## config.mk

```make
export PLATFORM = sky130hd
export DESIGN_NAME = alu_control_mc
export DESIGN_NICKNAME = d
export VERILOG_FILES = /design/src/rtl/alu_ctrl_pkg.sv /design/src/rtl/alu_control_mc_mul_iter_sa.sv /design/src/rtl/alu_control_mc.sv
export SDC_FILE = /design/constraint.sdc
export NUM_CORES = 1
export LEC_CHECK = 0
export ABC_AREA = 1
export BUFFER_PORTS_ARGS = -buffer_cell sky130_fd_sc_hd__buf_2
export CAP_MARGIN = 20
export CELL_PAD_IN_SITES_DETAIL_PLACEMENT = 0
export CELL_PAD_IN_SITES_GLOBAL_PLACEMENT = 1
export CORE_UTILIZATION = 39
export DETAILED_ROUTE_END_ITERATION = 8
export GPL_TIMING_DRIVEN = 0
export PLACE_DENSITY_LB_ADDON = 0.1
export SLEW_MARGIN = 20
export SYNTH_ARGS = -nofsm -noshare
export SYNTH_HDL_FRONTEND = slang
export SYNTH_SLANG_ARGS = --single-unit
```

## constraint.sdc

```tcl
create_clock -name clk -period 2.7 [get_ports clk]
set_clock_uncertainty 0.05 [all_clocks]
set_input_delay 0.54 -clock clk [delete_from_list [all_inputs] [get_ports clk]]
set_output_delay 0.54 -clock clk [all_outputs]
set_load 0.005 [all_outputs]
```

## src/rtl/alu_ctrl_pkg.sv

```systemverilog
// Shared ALU-control codes, funct encodings and FSM state for alu_control_mc.
package alu_ctrl_pkg;

    localparam logic [1:0] ALU_OP_ADD   = 2'b00;
    localparam logic [1:0] ALU_OP_SUB   = 2'b01;
    localparam logic [1:0] ALU_OP_RTYPE = 2'b10;

    localparam logic [3:0] CTRL_AND = 4'd0;
    localparam logic [3:0] CTRL_OR  = 4'd1;
    localparam logic [3:0] CTRL_ADD = 4'd2;
    localparam logic [3:0] CTRL_SLL = 4'd3;
    localparam logic [3:0] CTRL_SRL = 4'd4;
    localparam logic [3:0] CTRL_SUB = 4'd6;
    localparam logic [3:0] CTRL_SLT = 4'd7;
    localparam logic [3:0] CTRL_MUL = 4'd8;

    localparam logic [9:0] FUNC_ADD = 10'b0000000_000;
    localparam logic [9:0] FUNC_SUB = 10'b0100000_000;
    localparam logic [9:0] FUNC_AND = 10'b0000000_111;
    localparam logic [9:0] FUNC_OR  = 10'b0000000_110;
    localparam logic [9:0] FUNC_SLT = 10'b0000000_010;
    localparam logic [9:0] FUNC_SLL = 10'b0000000_001;
    localparam logic [9:0] FUNC_SRL = 10'b0000000_101;
    localparam logic [9:0] FUNC_MUL = 10'b0000001_000;

    typedef enum logic [1:0] {
        ST_IDLE = 2'd0,
        ST_BUSY = 2'd1,
        ST_DONE = 2'd2
    } state_t;

    function automatic logic [3:0] decode_rtype(input logic [9:0] funct);
        logic [3:0] code;
        code = CTRL_AND;
        unique case (1'b1)
            (funct == FUNC_ADD): code = CTRL_ADD;
            (funct == FUNC_SUB): code = CTRL_SUB;
            (funct == FUNC_AND): code = CTRL_AND;
            (funct == FUNC_OR):  code = CTRL_OR;
            (funct == FUNC_SLT): code = CTRL_SLT;
            (funct == FUNC_SLL): code = CTRL_SLL;
            (funct == FUNC_SRL): code = CTRL_SRL;
            (funct == FUNC_MUL): code = CTRL_MUL;
            default:             code = CTRL_AND;
        endcase
        return code;
    endfunction

endpackage

```

## src/rtl/alu_control_mc_mul_iter_sa.sv

```systemverilog
// Iterative shift-add multiplier datapath: one multiplier bit per step.
module mul_iter_sa
    import alu_ctrl_pkg::*;
#(
    parameter int DATA_W = 32,
    parameter int CNT_W  = $clog2(DATA_W + 1)
) (
    input  logic              clk,
    input  logic              clear,
    input  logic              start,
    input  logic              step,
    input  logic [DATA_W-1:0] mcand_in,
    input  logic [DATA_W-1:0] mplier_in,
    output logic [DATA_W-1:0] acc,
    output logic              zero_mplier,
    output logic              last_iter
);

    logic [DATA_W-1:0] mcand;
    logic [DATA_W-1:0] mplier;
    logic [CNT_W-1:0]  cnt;

    // High when the step taken this cycle leaves the multiplier empty.
    assign zero_mplier = ~|mplier[DATA_W-1:1];
    assign last_iter   = (cnt == CNT_W'(DATA_W - 1));

    always_ff @(posedge clk) begin
        if (clear) begin
            mcand  <= '0;
            mplier <= '0;
            acc    <= '0;
            cnt    <= '0;
        end else if (start) begin
            mcand  <= mcand_in;
            mplier <= mplier_in;
            acc    <= '0;
            cnt    <= '0;
        end else if (step) begin
            if (mplier[0]) begin
                acc <= acc + mcand;
            end
            mcand  <= mcand << 1;
            mplier <= mplier >> 1;
            cnt    <= cnt + CNT_W'(1);
        end
    end

endmodule

```

## src/rtl/alu_control_mc.sv

```systemverilog
// EX-stage ALU control decoder with a stalling iterative RV32M MUL.
module alu_control_mc
    import alu_ctrl_pkg::*;
#(
    parameter int DATA_W     = 32,
    parameter int CTRL_W     = 4,
    parameter int EARLY_EXIT = 0
) (
    input  logic              clk,
    input  logic              rst_n,
    input  logic              valid_in,
    input  logic [1:0]        alu_op,
    input  logic [6:0]        func7,
    input  logic [2:0]        func3,
    input  logic [DATA_W-1:0] op_a,
    input  logic [DATA_W-1:0] op_b,
    output logic [CTRL_W-1:0] alu_control,
    output logic              is_mul,
    output logic [DATA_W-1:0] mul_result,
    output logic              mul_valid,
    output logic              stall
);

    localparam int  CNT_W = $clog2(DATA_W + 1);
    localparam bit  EE    = (EARLY_EXIT != 0);

    state_t     state;
    logic [9:0] funct;
    logic [3:0] ctrl;
    logic       start;
    logic       step;
    logic       finish;
    logic       zero_mplier;
    logic       last_iter;

    assign funct = {func7, func3};

    always_comb begin
        ctrl = CTRL_AND;
        unique case (1'b1)
            (alu_op == ALU_OP_ADD):   ctrl = CTRL_ADD;
            (alu_op == ALU_OP_SUB):   ctrl = CTRL_SUB;
            (alu_op == ALU_OP_RTYPE): ctrl = decode_rtype(funct);
            default:                  ctrl = CTRL_AND;
        endcase
    end

    assign alu_control = CTRL_W'(ctrl);
    assign is_mul      = (alu_op == ALU_OP_RTYPE) && (funct == FUNC_MUL);

    assign start  = (state == ST_IDLE) && valid_in && is_mul;
    assign step   = (state == ST_BUSY);
    assign finish = last_iter || (EE && zero_mplier);
    assign stall  = rst_n && (start || step);

    mul_iter_sa #(
        .DATA_W (DATA_W),
        .CNT_W  (CNT_W)
    ) u_mul (
        .clk         (clk),
        .clear       (!rst_n),
        .start       (start),
        .step        (step),
        .mcand_in    (op_a),
        .mplier_in   (op_b),
        .acc         (mul_result),
        .zero_mplier (zero_mplier),
        .last_iter   (last_iter)
    );

    always_ff @(posedge clk) begin
        if (!rst_n) begin
            state     <= ST_IDLE;
            mul_valid <= 1'b0;
        end else begin
            unique case (state)
                ST_IDLE: begin
                    mul_valid <= 1'b0;
                    if (start) begin
                        state <= ST_BUSY;
                    end
                end
                ST_BUSY: begin
                    if (finish) begin
                        state     <= ST_DONE;
                        mul_valid <= 1'b1;
                    end
                end
                ST_DONE: begin
                    // The finishing MUL is still presented here; never restart.
                    state     <= ST_IDLE;
                    mul_valid <= 1'b0;
                end
                default: begin
                    state     <= ST_IDLE;
                    mul_valid <= 1'b0;
                end
            endcase
        end
    end

endmodule

```

==> key figures <==
Synth
  – Post-synth cell types: 36
  – Synth area leader: dfxtp_1
  – Seq/Total Area, Yosys: 31.16%
  – Mapped Cells: 1107
  – Syn. warnings: 0
  – Syn Area/Cell: 6.093 sq um
  – Synth top area cells: dfxtp_1, nand2_1, inv_1
  – Post-synthesis register bit count: between 100 and 150
  – Syn Std Cell Area: 6745 sq um
  – Synth top area share: between 30 and 40%
  – Syn Nets: 1219

Placed design
  – Post-Place Cells: 1444
  – Dpl ws: around 0.32 ns
  – Final Wtd Congestion: just under 0.9
  – Port Buffers: 117
  – HPWL Detailed: 16.02 mm
  – Area of placed instances: approximately 7600 sq um

Setup path
  – Critical Path Stages: 9
  – Critical path data arrival time: between 1.5 and 2 ns
  – Worst-path cell chain: buf_2, nor2_1, nand2_1, nor3_2, nand3_2, nand2_1, inv_2, nor2_1, buf_2
  – Worst Setup Start Kind: input port
  – Worst r2r src: u_mul.mcand[0]
  – Buf+Inv Stages, Crit Path: 3
  – Critical Path End Type: output pin
  – CP required: 2.11 ns
  – Crit. Startpoint: func7[2]
  – Worst setup path endpoint: stall
  – Crit-path max cell delay: approximately 0.20 ns
  – Critical path class: input port to output pin
  – Worst reg-to-reg path cell count: 11
  – CP top delay family: simple AND/OR/NAND/NOR gates
  – Slack of the worst reg-to-reg path: 0.43 ns
  – Worst-path fanout max: 7
  – Worst R2R End: u_mul.acc[16]
  – Max stage delay cell, worst path: nand3_2

Detailed routing
  – DRT iter0 DRCs: 369
  – Routed vias: between 6000 and 7000
  – Vias per cell: 4.701
  – Post-route DRC: 0
  – Drt total wl: 20.09 mm
  – Avg WL per Cell: 13.76 um
  – Drt pass-1 iters: 8
  – Post-route ant nets: 0

Floorplanning
  – Ports: 118
  – Die width: 133.5 um
  – Initial Util: 40.25%
  – Core area: 16760 sq um
  – Die Ht: 133.5 um
  – Row count: between 40 and 50
  – Area of the die: 17820 sq um

STA
  – Slew headroom: 54.47%
  – Hold WS: between 0.3 and 0.4 ns
  – Hold violation total from the final report: 0
  – Tightest Pin Transition: 0.6829 ns
  – Setup TNS: 0 ns
  – Fin. max-slew vios: 0
  – Setup ws final: 0.3341 ns
  – Clock period minus worst slack: 2.366 ns
  – RSZ-0062 raised after global routing: false
  – Period utilisation layout: 87.63%
  – Final setup violation count: 0
  – Fmax: 0.4227 GHz

Clock network
  – Maximum clock path buffer count: 2
  – CTS sink cnt: 105
  – H-Tree Depth: 3
  – CTS tree: yes
  – Clock root cell: clkbuf_16
  – Cts repair resizes: 0
  – Clock transition at the registers of the reported paths: 0.08 ns
  – Clock latency on the worst-skew pair: between 0.3 and 0.4 ns
  – Cts hold-fix bufs: 0
  – Post-CTS Setup Inserts: 0
  – Clock buffer count from CTS: 9

GRT
  – Initial antenna violation count: 4
  – Tot GR Track Use: 23.83%
  – Total gr overflow: 0
  – First-pass GRT wire length: 33.01 mm
  – Pin count of the biggest net entering global routing: 21
  – Vias in the first global route: between 6000 and 7000

Power
  – Lkg Pwr: 3.994 nW
  – VDD IR max: ~0.00033 V
  – Design Power: 3.005 mW
  – Pwr dens: between 300 and 400 nW/um^2

Layout
  – Antenna cells: 0
  – Layout Cells excl Fill: 1460
  – Most frequent cells in the layout: nand2_1, inv_1, buf_2
  – Commonest non-fill, non-tap cell in the layout: nand2_1
  – Final net count: between 1000 and 1500
  – Final Util: 47.17%
  – Synth-to-Final Area Change: 17.20%
  – Post-route cell area: between 7000 and 8000 sq um
  – Layout cell share with drive strength beyond 1: 12.82%
  – Layout fillers: 1895

Run status
  – Status: complete, no violations

Worst hold path
  – HP Class: input port to flip-flop

Job
  – Max-cap viol count: 0
-- kinds of logic after synthesis --
family                     Yosys count  synth area share (%)
xor gates and xnor gates            18                 2.337
adders and majority gates           33                 6.233
and+or+nand+nor                    579                 34.08
buffers and inverters              200                 11.87
DFF                                105                 31.16
AOI/OAI and AO/OA                  172                 14.32
-- how the worst min path moves through the flow --
| stage | startpoint | cells past startpoint | slack [ns] | end |
|---|---|---|---|---|
| CTS | op_a[22] | 3 | 0.33 | u_mul.mcand[22] |
| global placement | u_mul.mplier[31] | 2 | 0.40 | u_mul.mplier[31] |
| detailed placement | u_mul.mplier[31] | 2 | 0.41 | u_mul.mplier[31] |
| global route | op_a[23] | 3 | 0.34 | u_mul.mcand[23] |
| finish | op_a[23] | 3 | 0.34 | u_mul.mcand[23] |
| floorplan | u_mul.mplier[31] | 2 | 0.39 | u_mul.mplier[31] |
-- sequential cells by signal (all words and copies together), names as in the netlist --
| register | count |
|---|---|
| u_mul.acc | 32 |
| u_mul.mcand | 32 |
| u_mul.mplier | 32 |
| u_mul.cnt | 6 |
| state | 2 |
| mul_valid | 1 |
-- where the power goes --
group          internal [mW]  switching [mW]  leakage [nW]
registers               1.55        0.000124         0.845
logic                 0.0513          0.0574          3.00
clock network          0.656           0.693         0.149
total                   2.25           0.751          3.99
-- cell type report --
type | count | area, sq um | share of cell area [%]
buffer | 38 | 192.7 | 2.437
multi-input combinational | 802 | 3842 | 48.61
timing repair buffer | 117 | 585.6 | 7.407
clock inverter | 7 | 73.82 | 0.9338
tap | 220 | 275.3 | 3.482
clock buffer | 9 | 225.2 | 2.849
sequential | 105 | 2102 | 26.59
inverter | 162 | 608.1 | 7.692
-- cells in the mapped netlist (all sizes together) --
library cell    n
a31oi          31
nand3          48
o21a           20
o21bai          2
nor3b           2
o21ai          78
or2             1
nand4           2
inv           161
and2            2
nand3b          2
buf            18
fa              1
o32a            1
nor2          125
o211ai          1
xor2            9
nand2         386
dfxtp         105
clkbuf         20
o22ai           1
xnor2           9
nor4            3
a21oi          37
ha             32
clkinv          1
nor3            8
a21o            1
-- per-layer routing --
layer	GRT usage (%)	vias to the layer above	share of wire (%)
met5	0	-	0.28
met4	5.429	8	1.0
met3	5.251	24	4.6
met2	40.10	131	46
met1	30.94	2975	48
li1	-	3725	-
-- worst min-delay path, stage by stage --
cell	delay [ns]
buf_2	0.07
nor2_1	0.03
nor2_1	0.08
Note: power is estimated with default switching activity, not from simulation.
